$ cat src/rtl/eth_crc_stream.sv
// Streaming Ethernet CRC-32 over byte-enabled beats.
// Reports the final CRC, residue check, byte count and keep errors per frame.
module eth_crc_stream #(
    parameter int          DATA_WIDTH    = 32,
    parameter logic [31:0] CRC_POLY      = 32'h04C11DB7,
    parameter logic [31:0] CRC_INIT      = 32'hFFFFFFFF,
    parameter logic [31:0] CRC_XOROUT    = 32'hFFFFFFFF,
    parameter logic [31:0] CHECK_RESIDUE = 32'hDEBB20E3
) (
    input  logic                    clk_i,
    input  logic                    reset_n_i,
    input  logic                    in_v_i,
    output logic                    in_ready_o,
    input  logic [DATA_WIDTH-1:0]   in_data_i,
    input  logic [DATA_WIDTH/8-1:0] in_keep_i,
    input  logic                    in_last_i,
    output logic                    crc_v_o,
    input  logic                    crc_yumi_i,
    output logic [31:0]             crc_o,
    output logic                    crc_ok_o,
    output logic [15:0]             len_o,
    output logic                    err_o
);

    localparam int KW = DATA_WIDTH / 8;

    typedef enum logic [1:0] {
        IDLE,
        BUSY,
        DONE
    } state_t;

    function automatic logic [31:0] reflect32(input logic [31:0] x);
        logic [31:0] r;
        for (int i = 0; i < 32; i++) begin
            r[i] = x[31-i];
        end
        return r;
    endfunction

    // LSB-first update uses the bit-reversed polynomial.
    localparam logic [31:0] POLY_R = reflect32(CRC_POLY);

    // Fold every enabled byte, lowest index first, into the running state.
    function automatic logic [31:0] crc_bytes(
        input logic [31:0]           seed,
        input logic [DATA_WIDTH-1:0] data,
        input logic [KW-1:0]         keep
    );
        logic [31:0] c;
        logic        fb;
        c = seed;
        for (int b = 0; b < KW; b++) begin
            if (keep[b]) begin
                for (int i = 0; i < 8; i++) begin
                    fb = c[0] ^ data[8*b+i];
                    c  = {1'b0, c[31:1]} ^ (fb ? POLY_R : 32'h0);
                end
            end
        end
        return c;
    endfunction

    function automatic logic [3:0] popcount(input logic [KW-1:0] keep);
        logic [3:0] n;
        n = 4'd0;
        for (int b = 0; b < KW; b++) begin
            n = n + 4'(keep[b]);
        end
        return n;
    endfunction

    state_t       state_q, state_d;
    logic [31:0]  crc_q, crc_d;
    logic [15:0]  len_q, len_d;
    logic         err_q, err_d;

    logic         accept;
    logic [31:0]  seed;
    logic [15:0]  len_base;
    logic         err_base;
    logic [16:0]  len_sum;
    logic         beat_err;
    logic [KW-1:0] keep_inc;

    assign in_ready_o = (state_q != DONE);
    assign accept     = in_v_i && in_ready_o;

    // A frame's first beat restarts from the init value and clear counters.
    assign seed     = (state_q == IDLE) ? CRC_INIT : crc_q;
    assign len_base = (state_q == IDLE) ? 16'h0 : len_q;
    assign err_base = (state_q == IDLE) ? 1'b0 : err_q;

    assign len_sum  = {1'b0, len_base} + {13'd0, popcount(in_keep_i)};
    assign keep_inc = in_keep_i + KW'(1);

    // Keep must be full mid-frame; last beat must be a non-empty low run.
    always_comb begin
        beat_err = 1'b0;
        if (in_last_i) begin
            beat_err = (in_keep_i == '0) ||
                       ((in_keep_i & keep_inc) != '0);
        end else begin
            beat_err = (in_keep_i != '1);
        end
    end

    // Next-state and accumulator update.
    always_comb begin
        state_d = state_q;
        crc_d   = crc_q;
        len_d   = len_q;
        err_d   = err_q;
        unique case (state_q)
            IDLE, BUSY: begin
                if (accept) begin
                    crc_d   = crc_bytes(seed, in_data_i, in_keep_i);
                    len_d   = len_sum[16] ? 16'hFFFF : len_sum[15:0];
                    err_d   = err_base | beat_err;
                    state_d = in_last_i ? DONE : BUSY;
                end
            end
            DONE: begin
                if (crc_yumi_i) begin
                    state_d = IDLE;
                end
            end
            default: state_d = IDLE;
        endcase
    end

    // State and accumulator registers.
    always_ff @(posedge clk_i or negedge reset_n_i) begin
        if (!reset_n_i) begin
            state_q <= IDLE;
            crc_q   <= CRC_INIT;
            len_q   <= 16'h0;
            err_q   <= 1'b0;
        end else begin
            state_q <= state_d;
            crc_q   <= crc_d;
            len_q   <= len_d;
            err_q   <= err_d;
        end
    end

    assign crc_v_o  = (state_q == DONE);
    assign crc_o    = crc_q ^ CRC_XOROUT;
    assign crc_ok_o = crc_v_o && (crc_q == CHECK_RESIDUE);
    assign len_o    = len_q;
    assign err_o    = err_q;

endmodule

$ cat config.mk
export PLATFORM = sky130hd
export DESIGN_NAME = eth_crc_stream
export DESIGN_NICKNAME = d
export VERILOG_FILES = /design/src/rtl/eth_crc_stream.sv
export SDC_FILE = /design/constraint.sdc
export NUM_CORES = 1
export LEC_CHECK = 0
export ABC_AREA = 1
export BUFFER_PORTS_ARGS = -buffer_cell sky130_fd_sc_hd__buf_2
export CORE_MARGIN = 2
export CORE_UTILIZATION = 55
export CTS_CLUSTER_DIAMETER = 60
export DETAILED_ROUTE_END_ITERATION = 16
export GPL_TIMING_DRIVEN = 0
export MAX_ROUTING_LAYER = met4
export PLACE_DENSITY = 0.75
export SKIP_LAST_GASP = 1
export SLEW_MARGIN = 20
export SYNTH_ARGS = -nofsm -noshare
export SYNTH_HDL_FRONTEND = slang
export SYNTH_SLANG_ARGS = --single-unit
$ cat constraint.sdc
create_clock -name clk_i -period 7.6 [get_ports clk_i]
set_clock_uncertainty 0.2 [all_clocks]
set_input_delay 1.52 -clock clk_i [delete_from_list [all_inputs] [get_ports clk_i]]
set_output_delay 1.52 -clock clk_i [all_outputs]
set_load 0.05 [all_outputs]
# Word-level counts from Yosys, hierarchy flattened
# Index checks and enable logic that the tools add are counted.
[word_totals]
out_inout_bits = 52
register_bits = 51
wordCells = 143
input_bits = 41
[classes]
n_bitwise = 67
addsub = 5
n_reduce_logical = 9
eq_ne = 7
mux = 51
[ops]
columns = ["op", "n"]
rows = [
  ["two-way mux 32 bit", 43],
  ["bitwise XOR 31 x 32 -> 32 bit", 32],
  ["== test 32 bit (second input constant)", 1],
  ["two-way mux 16 bit", 2],
  ["NOT 32 bit", 1],
  ["bitwise XOR 1 bit", 32],
  ["adder 16 x 4 -> 17 bit", 1],
  ["two-way mux 2 bit", 3],
  ["adder 3 x 1 -> 4 bit", 1],
  ["adder 4 x 1 -> 4 bit (second input constant)", 1],
  ["AND 4 bit", 1],
  ["zero test 4 bit", 1],
  ["!= test 2 bit (second input constant)", 2],
  ["!= test 4 bit (second input constant)", 1],
  ["case mux 2 bit (2 select lines)", 1],
  ["AND reduction 2 bit", 2],
  ["nonzero test 4 bit", 1],
  ["adder 2 x 1 -> 3 bit", 1],
  ["adder 1 x 1 -> 2 bit", 1],
  ["== test 2 x 1 -> 1 bit (second input constant)", 1],
  ["== test 2 bit (second input constant)", 1],
  ["logical AND 1 bit", 2],
  ["zero test 2 bit", 1],
  ["two-way mux 1 bit", 2],
  ["4 further kinds", 4],
]

# Logic depth before layout (Yosys ltp)
[logic_depth]
word_depth = 108
depth_mapped = 41
depth_no_buf = 39

# Worst setup path after synthesis
# Ideal clock, no wire load.
[synth_timing]
kind = "input -> register"
start = "input port in_keep_i[0]"
end = "register len_q[15] (netlist: len_o[15])"
required_time_ns = 7.314
setup_slack_ns = 2.616
path_stages = 14
n_path_buf = 1
setup_ns = 0.086
arrival_ns = 4.699
cell_sequence = "fa_1 > fa_1 > inv_1 > fa_1 > nor3_1 > nand3_1 > nor4_1 > nand3_1 > nor4_1 > nand3_1 > nor3_2 > nor2_1 > buf_2 > a32oi_1"
[synth_via]
elab_chain_len = 5
[synth_lines]
columns = ["element", "line", "rtl"]
rows = [
  ["from (decl)", "15", "input logic [DATA_WIDTH/8-1:0] in_keep_i,"],
  ["adder 1 x 1 -> 2 bit", "68", "n = n + 4'(keep[b]);"],
  ["adder 2 x 1 -> 3 bit", "68", ""],
  ["adder 3 x 1 -> 4 bit", "68", ""],
  ["adder 16 x 4 -> 17 bit", "94", "assign len_sum = {1'b0, len_base} + {13'd0, popcount(in_keep_i)};"],
  ["two-way mux 16 bit", "118", "len_d = len_sum[16] ? 16'hFFFF : len_sum[15:0];"],
  ["to (signal assigned)", "142", "len_q <= len_d;"],
  ["to (decl)", "75", "logic [15:0] len_q, len_d;"],
]
# Every way passes these cells.
# A chain may end at the register's enable or synchronous reset.

# Worst setup path after layout
[layout_timing]
start = "input port in_keep_i[0]"
end = "register crc_q[6]"
[layout_via]
elab_chain_len = 42
word_cells_on_any_way = 70
classes_between = "28 x mux; 42 x bitwise"
[layout_lines]
columns = ["element", "line", "rtl"]
rows = [
  ["two-way mux 32 bit *", "54", "if (keep[b]) begin"],
  ["two-way mux 32 bit *", "116", "if (accept) begin"],
  ["two-way mux 32 bit *", "114", "unique case (state_q)"],
  ["bitwise XOR 31 x 32 -> 32 bit or bitwise XOR 1 bit (tied branches)", "57, 56", ""],
  ["bitwise XOR 31 x 32 -> 32 bit or two-way mux 32 bit (tied branches)", "57", "c = {1'b0, c[31:1]} ^ (fb ? POLY_R : 32'h0);"],
  ["bitwise XOR 1 bit or bitwise XOR 31 x 32 -> 32 bit (tied branches)", "56, 57", ""],
  ["two-way mux 32 bit (tied with other cells)", "57", ""],
  ["bitwise XOR 31 x 32 -> 32 bit or two-way mux 32 bit (tied branches)", "57", ""],
  ["(+21 left out)", "n/a", ""],
  ["two-way mux 32 bit *", "116", ""],
  ["two-way mux 32 bit *", "114", ""],
  ["bitwise XOR 31 x 32 -> 32 bit (4 in a row)", "57", ""],
  ["bitwise XOR 1 bit or bitwise XOR 31 x 32 -> 32 bit (tied branches)", "56, 57", ""],
  ["two-way mux 32 bit or bitwise XOR 1 bit (tied branches)", "57, 56", ""],
  ["bitwise XOR 31 x 32 -> 32 bit or two-way mux 32 bit (tied branches)", "57", ""],
  ["bitwise XOR 31 x 32 -> 32 bit (3 in a row)", "57", ""],
  ["two-way mux 32 bit *", "54", ""],
  ["to (signal assigned)", "141", "crc_q <= crc_d;"],
  ["to (decl)", "74", "logic [31:0] crc_q, crc_d;"],
]
# Mark *: on every way between the ends. The rest lies on a longest branch, timed or not. The select of a mux whose other input is x is not followed.

==> impl_results.md <==
* CP Capture Type: flip-flop
* Die Height at 139 um
* Vias at 12,200
* Area growth syn-to-layout at 8.98%
* Met3 Use GR at 5.71%
* Pwr dens at 480 mW/mm2
* Most common library cell in the layout ignoring fill and taps: nand2_1
* # DRC at 0
* Crit path max fanout at 11
* Drt wl/cell at 19.4 um
* Top_reg_cell synth: dfstp_2
* Pwr Total at 5280 uW
* Worst EP required at 7.62 ns
* Crit-path cells: buf_2 -> clkinv_1 -> clkbuf_1 -> clkbuf_1 -> clkbuf_1 -> a21oi_1 -> xnor2_1 -> xor2_1 -> o21ai_0 -> xnor2_1 -> xor2_1 -> nand2_1 -> o21ai_0 -> inv_1 -> a21oi_1 -> o21ai_1 -> nand2_1 -> nand2_1
* GPL Wtd Cong at 1.03
* Max_slew headroom at 33.9%
* Cell count after synthesis at 1,776
* Fin cells at 2,105
* Post-synth EDFFs at 0
* Grt total ovfl at 0
* Die width at 139 um
* Pin count of the biggest net entering global routing at 52
* Max-slew violation count at 0
* Top Usage Layer GRT: met2
* Post-Syn Area at 0.0101 mm2
* Cell row count at 49
* Status: finished, final reports clean
* YS warnings at 0
* Ports at 93
* CTS max path bufs at 2
* Most frequent cells in the layout: nand2_1 (691), nand3_1 (286), inv_1 (181)
* Startpoint Class: input port
* Worst-path clk slew at 0.06 ns
* Met1 usage at 53.6%
* Hold Buf Count CTS at 0
* Synth Register Bits at 51
* Sequential element share of the synthesized area at 13.0%
* Synth unique cells at 52
* GR Util All Layers at 41.5%
* Initial Util at 56.2%
* Final hold violations at 0
* Measured slew at the worst slew-check pin at 0.981 ns
* Leak at 0.00611 uW
* Routed Antenna Nets at 0
* Met2 Usage GRT at 65.5%
* Min Tclk post-route at 5.62 ns
* Skew-Pair Late Insertion Delay at 0.29 ns
* Finish-stage setup viols at 0
* Dpl hpwl at 33,500 um
* Share of cells above drive strength 1 at 19.7%
* CTS buffer count at 5
* RSZ-0062 raised after global routing: no
* Core area at 0.0180 mm2
* Worst Path Arrival at 5.64 ns
* Initial antenna violation count at 0
* CP peak stage delay at 0.48 ns
* # clock sinks at 51
* Async set-reset flop share out of synthesis at 100%
* Max Fclk at 178 MHz
* Post-CTS sizing at 0
* Port-buffer cells at 92
* Initial drt markers at 1,443
* Worst hold start: crc_q[3]
* First-pass DRT Iterations at 6
* Drt total wl at 40,700 um
* Critical path type: in2reg
* Post-CTS setup buffers at 0
* Vias/cell at 5.81
* Max-cap violations at 0
* Post-Syn Nets at 1,824
* H-tree lvl count at 2
* Final instance area at 0.0110 mm2
* Worst setup path startpoint: in_keep_i[0]
* Final Net Count at 1,923
* Placed inst area at 0.0108 mm2
* Period utilisation layout at 74.0%
* Setup TNS at 0 ns
* Slowest CP cell: o21ai_0
* Post-placement cell count at 2,097
* Antenna Cells at 0
* DIE AREA at 0.0194 mm2
* Root Driver: clkbuf_16
* Clock tree from TritonCTS: yes
* Syn_area_per_cell at 5.68 um2
* First-pass GRT wire length at 61,100 um
* Max IR drop VDD at 0.373 mV
* Vias in the first global route at 10,800
* Worst Hold Class: reg2reg
* RR Startpoint: state_q[0]
[metrics by stage]
step                util, %  hold slack (ns)  worst slack, ns
floorplan                 -            0.248             2.62
global placement       60.3            0.258             1.85
detailed placement     60.3            0.258             1.85
CTS                    61.2            0.270             2.14
global route           61.2            0.295             1.69
finish                 61.2            0.269             1.98
[path summary, 6_finish.rpt]
check	to	slack [ns]	cells past startpoint
worst max-delay path	crc_q[6]	1.98	18
worst min-delay path	crc_q[3]	0.27	2
worst max register to register	len_o[15]	2.31	20
worst min register to register	crc_q[3]	0.27	2
max in group asynchronous	len_o[14]	5.73	1
min in group asynchronous	len_o[9]	1.06	1
[critical path, delay by kind of cell]
family                 cells  cell delay [ns]
AO/OA/AOI/OAI              5             1.25
AND/OR/NAND/NOR            3             0.31
XOR/XNOR                   4             0.79
buffers and inverters      6             1.76
[flip-flops by register name, indices dropped and copies added (netlist names)]
signal,count
crc_q,32
len_o,16
state_q,2
err_o,1
[where the power goes]
| part | total (uW) | switching (uW) | internal [uW] |
|---|---|---|---|
| clock network | 235 | 94.3 | 140 |
| registers | 573 | 127 | 446 |
| logic | 4470 | 3180 | 1290 |
| total | 5280 | 3400 | 1880 |
[cells by family after synthesis]
| group | after synthesis | share of synthesized area, % |
|---|---|---|
| and+or+nand+nor | 1253 | 59.4 |
| buffers and inverters | 253 | 10.7 |
| AOI/OAI and AO/OA | 107 | 5.85 |
| xor gates and xnor gates | 104 | 9.73 |
| DFF | 51 | 13.0 |
| adders and majority gates | 7 | 1.09 |
| muxes | 1 | 0.136 |
[metal layers]
metal	routed length [um]	vias to the layer above	part of all wire (%)
li1	-	5832	-
met1	16300	5567	40
met2	18300	709	45
met3	4060	127	10
met4	2060	0	5.1
met5	0	-	0
[cell usage after synthesis, types with 2 or more instances]
cell / number / area, um2
nand2_1: 691 / 2590
nand3_1: 286 / 1430
inv_1: 181 / 679
nand2_2: 91 / 569
xor2_1: 68 / 596
nor2_1: 58 / 218
nand3_2: 51 / 510
o21ai_0: 44 / 220
nand2_4: 33 / 372
dfstp_2: 32 / 841
xnor2_1: 28 / 245
a21oi_1: 22 / 110
clkbuf_1: 22 / 82.6
inv_2: 20 / 75.1
dfrtp_1: 19 / 475
o21ai_1: 19 / 95.1
a22oi_1: 9 / 67.6
nand4_1: 9 / 56.3
nor3_1: 8 / 40.0
buf_1: 7 / 26.3
buf_2: 7 / 35.0
buf_6: 6 / 67.6
nor4_1: 6 / 37.5
xor2_2: 5 / 81.3
ha_1: 4 / 50.1
nor2_2: 4 / 25.0
o22ai_1: 4 / 25.0
or2_2: 4 / 25.0
a32oi_1: 3 / 26.3
buf_12: 3 / 60.1
fa_1: 3 / 60.1
or2_1: 3 / 18.8
dlygate4sd1_1: 2 / 17.5
inv_6: 2 / 17.5
nand3_4: 2 / 35.0
nand3b_1: 2 / 15.0
nor2_4: 2 / 22.5
xnor2_2: 2 / 32.5
[layout make-up]
class                      count  area, um2
timing repair buffer          92        463
sequential                    51       1320
inverter                     205        782
buffer                        48        297
clock buffer                   8        156
tap                          229        287
fill                        1872       6970
multi-input combinational   1472       7690
Power figures use the tool's default switching activity.
